`src/rtl/scs8hd_o221a_bist_ctl_if.sv`:
```
// Handshake and observation bundle between the o221a BIST controller and its bench or the cell under test.
// The controller sits on the slave modport, and whoever drives START/ABORT/DUT_X sits on the master modport.
interface scs8hd_o221a_bist_ctl_if #(
    parameter int ERRW = 6
);
    logic            START;
    logic            ABORT;
    logic            DUT_X;
    logic            A1;
    logic            A2;
    logic            B1;
    logic            B2;
    logic            C1;
    logic            BUSY;
    logic            DONE;
    logic            PASS;
    logic [ERRW-1:0] ERRCNT;
    logic [4:0]      FAILVEC;
    logic [15:0]     SIG;

    modport slave (
        input  START, ABORT, DUT_X,
        output A1, A2, B1, B2, C1, BUSY, DONE, PASS, ERRCNT, FAILVEC, SIG
    );

    modport master (
        output START, ABORT, DUT_X,
        input  A1, A2, B1, B2, C1, BUSY, DONE, PASS, ERRCNT, FAILVEC, SIG
    );
endinterface

```
`src/rtl/scs8hd_o221a_bist_ctl.sv`:
```
// Exhaustive self-test sequencer for an o221a cell: walks all 32 input vectors and checks X against the golden function.
// For each run it counts mismatches, latches the first failing vector, and compacts every response into a CRC-16 (0x1021) MISR.
module scs8hd_o221a_bist_ctl #(
    parameter int SETTLE_CYCLES = 2,
    parameter int ERRW          = 6
) (
    input  logic                  CLK,
    input  logic                  RESET,
    scs8hd_o221a_bist_ctl_if.slave bus
);
    typedef enum logic [1:0] {
        ST_IDLE,
        ST_APPLY,
        ST_DONE
    } state_t;

    localparam logic [3:0]      LP_SETTLE  = 4'(SETTLE_CYCLES);
    localparam logic [4:0]      LP_LAST    = 5'd31;
    localparam logic [ERRW-1:0] LP_ERR_ONE = ERRW'(1);

    state_t          r_state;
    logic [4:0]      r_vec;
    logic [3:0]      r_settle;
    logic [4:0]      r_stim;
    logic            r_busy;
    logic            r_done;
    logic            r_pass;
    logic [ERRW-1:0] r_errcnt;
    logic [4:0]      r_failvec;
    logic            r_first_fail;
    logic [15:0]     r_sig;

    logic            w_exp;
    logic            w_sample;
    logic            w_mismatch;
    logic            w_err_sat;
    logic [ERRW-1:0] w_errcnt_next;
    logic [15:0]     w_sig_next;

    assign w_exp         = (r_vec[0] | r_vec[1]) & (r_vec[2] | r_vec[3]) & r_vec[4];
    assign w_sample      = (r_state == ST_APPLY) && (r_settle == LP_SETTLE);
    assign w_mismatch    = (bus.DUT_X != w_exp);
    assign w_err_sat     = &r_errcnt;
    assign w_errcnt_next = (w_mismatch && !w_err_sat) ? (r_errcnt + LP_ERR_ONE) : r_errcnt;
    assign w_sig_next    = {r_sig[14:0], 1'b0} ^ (r_sig[15] ? 16'h1021 : 16'h0000) ^ {15'b0, bus.DUT_X};

    always_ff @(posedge CLK or posedge RESET) begin
        if (RESET) begin
            r_state      <= ST_IDLE;
            r_vec        <= '0;
            r_settle     <= '0;
            r_stim       <= '0;
            r_busy       <= 1'b0;
            r_done       <= 1'b0;
            r_pass       <= 1'b0;
            r_errcnt     <= '0;
            r_failvec    <= '0;
            r_first_fail <= 1'b0;
            r_sig        <= '0;
        end else if (bus.ABORT) begin
            // Results stay visible after an abort so a partial run can still be inspected.
            r_state  <= ST_IDLE;
            r_vec    <= '0;
            r_settle <= '0;
            r_stim   <= '0;
            r_busy   <= 1'b0;
            r_done   <= 1'b0;
            r_pass   <= 1'b0;
        end else begin
            case (r_state)
                ST_IDLE, ST_DONE: begin
                    if (bus.START) begin
                        r_state      <= ST_APPLY;
                        r_vec        <= '0;
                        r_settle     <= '0;
                        r_stim       <= '0;
                        r_busy       <= 1'b1;
                        r_done       <= 1'b0;
                        r_pass       <= 1'b0;
                        r_errcnt     <= '0;
                        r_failvec    <= '0;
                        r_first_fail <= 1'b0;
                        r_sig        <= '0;
                    end
                end
                ST_APPLY: begin
                    if (w_sample) begin
                        r_errcnt <= w_errcnt_next;
                        r_sig    <= w_sig_next;
                        if (w_mismatch && !r_first_fail) begin
                            r_failvec    <= r_vec;
                            r_first_fail <= 1'b1;
                        end
                        r_settle <= '0;
                        if (r_vec == LP_LAST) begin
                            r_state <= ST_DONE;
                            r_vec   <= '0;
                            r_stim  <= '0;
                            r_busy  <= 1'b0;
                            r_done  <= 1'b1;
                            r_pass  <= (w_errcnt_next == '0);
                        end else begin
                            r_vec  <= r_vec + 5'd1;
                            r_stim <= r_vec + 5'd1;
                        end
                    end else begin
                        r_settle <= r_settle + 4'd1;
                    end
                end
                default: begin
                    r_state <= ST_IDLE;
                    r_stim  <= '0;
                    r_busy  <= 1'b0;
                    r_done  <= 1'b0;
                    r_pass  <= 1'b0;
                end
            endcase
        end
    end

    assign bus.A1      = r_stim[0];
    assign bus.A2      = r_stim[1];
    assign bus.B1      = r_stim[2];
    assign bus.B2      = r_stim[3];
    assign bus.C1      = r_stim[4];
    assign bus.BUSY    = r_busy;
    assign bus.DONE    = r_done;
    assign bus.PASS    = r_pass;
    assign bus.ERRCNT  = r_errcnt;
    assign bus.FAILVEC = r_failvec;
    assign bus.SIG     = r_sig;
endmodule

```
`src/flat_wrapper.sv`:
```
// flat-port wrapper written by rule: the top's interface ports become plain ports
module scs8hd_o221a_bist_ctl_flat 
#(
    parameter int SETTLE_CYCLES = 2,
    parameter int ERRW          = 6
)
  (CLK, RESET, bus_START, bus_ABORT, bus_DUT_X, bus_A1, bus_A2, bus_B1, bus_B2, bus_C1, bus_BUSY, bus_DONE, bus_PASS, bus_ERRCNT, bus_FAILVEC, bus_SIG);
  scs8hd_o221a_bist_ctl_if #(.ERRW(ERRW)) bus_i ();
  input  logic CLK;
  input  logic RESET;
  input wire logic [$bits(bus_i.START)-1:0] bus_START;
  input wire logic [$bits(bus_i.ABORT)-1:0] bus_ABORT;
  input wire logic [$bits(bus_i.DUT_X)-1:0] bus_DUT_X;
  output wire logic [$bits(bus_i.A1)-1:0] bus_A1;
  output wire logic [$bits(bus_i.A2)-1:0] bus_A2;
  output wire logic [$bits(bus_i.B1)-1:0] bus_B1;
  output wire logic [$bits(bus_i.B2)-1:0] bus_B2;
  output wire logic [$bits(bus_i.C1)-1:0] bus_C1;
  output wire logic [$bits(bus_i.BUSY)-1:0] bus_BUSY;
  output wire logic [$bits(bus_i.DONE)-1:0] bus_DONE;
  output wire logic [$bits(bus_i.PASS)-1:0] bus_PASS;
  output wire logic [$bits(bus_i.ERRCNT)-1:0] bus_ERRCNT;
  output wire logic [$bits(bus_i.FAILVEC)-1:0] bus_FAILVEC;
  output wire logic [$bits(bus_i.SIG)-1:0] bus_SIG;
  assign bus_i.START = bus_START;
  assign bus_i.ABORT = bus_ABORT;
  assign bus_i.DUT_X = bus_DUT_X;
  assign bus_A1 = bus_i.A1;
  assign bus_A2 = bus_i.A2;
  assign bus_B1 = bus_i.B1;
  assign bus_B2 = bus_i.B2;
  assign bus_C1 = bus_i.C1;
  assign bus_BUSY = bus_i.BUSY;
  assign bus_DONE = bus_i.DONE;
  assign bus_PASS = bus_i.PASS;
  assign bus_ERRCNT = bus_i.ERRCNT;
  assign bus_FAILVEC = bus_i.FAILVEC;
  assign bus_SIG = bus_i.SIG;
  scs8hd_o221a_bist_ctl #(.SETTLE_CYCLES(SETTLE_CYCLES), .ERRW(ERRW)) u_core (.CLK(CLK), .RESET(RESET), .bus(bus_i));
endmodule
```
`config.mk`:
```
export PLATFORM = sky130hd
export DESIGN_NAME = scs8hd_o221a_bist_ctl_flat
export DESIGN_NICKNAME = d
export VERILOG_FILES = /design/src/rtl/scs8hd_o221a_bist_ctl_if.sv /design/src/rtl/scs8hd_o221a_bist_ctl.sv /design/src/flat_wrapper.sv
export SDC_FILE = /design/constraint.sdc
export NUM_CORES = 1
export LEC_CHECK = 0
export ABC_CLOCK_PERIOD_IN_PS = 4600
export CORE_ASPECT_RATIO = 1.5
export CORE_UTILIZATION = 56
export CTS_CLUSTER_SIZE = 10
export DETAILED_ROUTE_END_ITERATION = 10
export PLACE_DENSITY = 0.84
export SLEW_MARGIN = 20
export SYNTH_ARGS = -nofsm -noshare
export SYNTH_HDL_FRONTEND = slang
export SYNTH_SLANG_ARGS = --single-unit
```
`constraint.sdc`:
```
create_clock -name CLK -period 4.6 [get_ports CLK]
set_input_delay 1.15 -clock CLK [delete_from_list [all_inputs] [get_ports CLK]]
set_output_delay 1.15 -clock CLK [all_outputs]
set_load 0.02 [all_outputs]
```
==> results.yml <==
sta:
  hold_violations: 0
  setup_viol: 0
  worst_slew_pin_slew_ns: 0.615
  relSlewSlack_pct: 58.4
  skew_ns: 0.00298
  slew_violations: 0
  setup-tns-final_ns: 0
  fin_crit_ns: 2.85
  fmax_mhz: 351
  post-route-period-util_pct: 61.9
  rsz0062_at_grt: "no"
layout:
  nNetsFinal: 267
  regArea_mm2: 0.00115
  final_core_util_pct: 70.9
  antennaDiodeCount: 0
  fillers: 309
  multi_input_area_mm2: 0.00107
  area_growth_pct: 22.1
  drive_gt1_share_pct: 11.4
  design_area_mm2: 0.00278
critical_path:
  setup.worst_path.end_class: "flip-flop"
  cp_slowest_stage_delay_ns: 0.57
  crit_slowest_cell: "clkdlybuf4s50_1"
  path_max_fanout: 16
  start_kind: "input port"
  crit_required_ns: 4.82
  path_class: "in -> reg"
  critical_path_arrival_ns: 3.07
  crit_chain: "clkdlybuf4s50_1 > or3b_1 > nor2_2 > o41ai_1 > a21oi_1"
  cp.buffers_inverters: 1
  crit_family: "simple AND/OR/NAND/NOR gates"
detailed_routing:
  ant_nets: 0
  avgRoutedWirePerCell_um: 16.8
  wl_um: 5050
  drtIter0Drc: 36
  drc: 0
  drtPass1Iterations: 4
  avgViaCountPerCell: 6.01
  vias: 1803
clock_tree:
  cts_tree: "built"
  clk_pin_slew_ns: 0.08
  clk_root_buffer_cell: "clkbuf_8"
  clock-sinks: 46
  cts_resized: 0
  cts_buffer_depth: 2
  insertion_delay_ns: 0.29
  htree_levels: 2
  cts-hold-fix-buffers: 0
  cts_setup_buffers: 0
  cts_buffers: 5
floorplan:
  die-width_um: 54.1
  dieArea_mm2: 0.00434
  rows: 28
  die_h_um: 80.1
  design.core.area_mm2: 0.00392
  io_pins: 40
  initial_utilization_pct: 58.1
global_routing:
  grt_pass1_wl_um: 8390
  overflow: 0
  grt_pass1_vias: 1748
  antenna_found_initial: 0
  grt_max_degree: 47
  gr-usage-all-layers_pct: 26.5
synthesis:
  synthTopCellsByArea: "dfrtp_1, a22o_1, o21ai_0"
  synth_largest_area_cell: "dfrtp_1"
  syn_inst: 215
  yosysMostFrequentCell: "dfrtp_1"
  syn-num-nets: 226
  synth_cell_type_count: 53
  synth_area_mm2: 0.00228
  async_flop_share_pct: 100
  yosys-top-cells-count: "dfrtp_1, nand2_1, o21ai_0"
  synth_seq_cells: 46
  synth_top_cell_area_share_pct: 50.5
  yosysSeqAreaShare_pct: 50.5
  synth_area_per_cell_um2: 10.6
  synthFlopType: "dfrtp_1"
  synth-edff-count: 0
  yosys_warnings: 0
power:
  leakagePower_nw: 1.25
  powerDensity_mw_per_mm2: 264
  vdd_drop_max_v: 0.000257
hold_path:
  hp-class: "reg -> reg"
placement:
  port_buffers: 39
  gp_congestion: 0.867
  dpl_cell_area_mm2: 0.00270
  hpwl_um: 3690
status:
  status: "complete, no violations"
job:
  drv_cap: 0
-- worst paths after layout --
check / slack, ns / start / end / depth (start not counted)
worst max-delay path: 1.75 / bus_ABORT / u_core.bus.ERRCNT[4] / 5
min in group asynchronous: 1.31 / RESET / u_core.bus.SIG[11] / 3
worst min-delay path: 0.49 / u_core.r_stim[4] / u_core.r_stim[4] / 2
max in group asynchronous: 2.91 / RESET / u_core.bus.FAILVEC[4] / 3
worst max register to register: 2.38 / u_core.r_vec[0] / u_core.bus.PASS / 7
worst min register to register: 0.49 / u_core.r_stim[4] / u_core.r_stim[4] / 2
-- area by class of cell --
type / instances / area share (%)
repair buffers: 40 / 14.3
multi-input cells: 157 / 38.5
inverters: 6 / 0.809
well taps: 45 / 2.02
flip-flops and latches: 46 / 41.4
clock buffers: 6 / 2.97
-- cells in the final DEF, fill, tap and decap left out, types with 4 or more instances in the layout --
cell type	Yosys	final
nand3_1	5	5
nor2_1	11	11
a22o_1	18	18
dfrtp_1	46	46
nor3_1	4	4
a21oi_1	9	9
ha_1	6	6
a21o_1	5	5
clkdlybuf4s50_1	0	39
clkbuf_8	0	6
inv_1	6	5
o21ai_0	19	19
nand2_1	24	24
-- worst register-to-register path, cell delays in order (launching register included) --
cell      delay (ns)
dfrtp_1         0.46
inv_1           0.09
ha_1            0.21
nand2b_4        0.17
or3_4           0.41
a21oi_1         0.27
mux2_2          0.38
o31ai_2         0.16
-- metal layers --
layer / track usage, % / share of wire [%] / up-vias
met3: 5.68 / 3.6 / 8
met1: 31.4 / 42 / 889
met4: 7.69 / 1.3 / 0
li1: - / - / 863
met2: 46.2 / 53 / 43
met5: 0 / 0 / -
-- sequential cells by signal, indices dropped and copies added, names as in the netlist --
signal / count
u_core.bus.SIG: 16
u_core.r_settle: 4
u_core.r_vec: 5
u_core.r_state: 2
u_core.r_stim: 5
u_core.bus.FAILVEC: 5
u_core.bus.PASS: 1
u_core.bus.ERRCNT: 6
u_core.bus.BUSY: 1
u_core.r_first_fail: 1
-- stage by stage --
step | hold slack [ns] | std cells | setup WS, ns | power (mW)
after floorplan | 0.494 | 215 | 2.22 | 0.475
after global placement | 0.463 | 294 | 1.50 | 0.497
after detailed placement | 0.475 | 294 | 1.47 | 0.500
after CTS | 0.493 | 300 | 1.77 | 0.735
after global routing | 0.517 | 300 | 1.51 | 0.762
final | 0.489 | 300 | 1.75 | 0.734
-- cells by family (layout without fill, tap and decap cells) --
| kind of cell | count (synthesis) | count (layout) | synth area share (%) |
|---|---|---|---|
| DFF | 46 | 46 | 50.5 |
| adders and majority gates | 6 | 6 | 3.29 |
| xor gates and xnor gates | 5 | 5 | 1.92 |
| muxes | 3 | 3 | 1.43 |
| buffers and inverters | 12 | 52 | 2.47 |
| AOI/OAI and AO/OA | 73 | 73 | 23.2 |
| and+or+nand+nor | 70 | 70 | 17.2 |
-- power by group --
group | leakage (nW) | internal (mW) | switching [mW]
Sequential | 0.639 | 0.411 | 0.00881
Clock | 0.0431 | 0.116 | 0.126
Combinational | 0.572 | 0.0258 | 0.0468
Total | 1.25 | 0.553 | 0.181
Power figures use the tool's default switching activity.
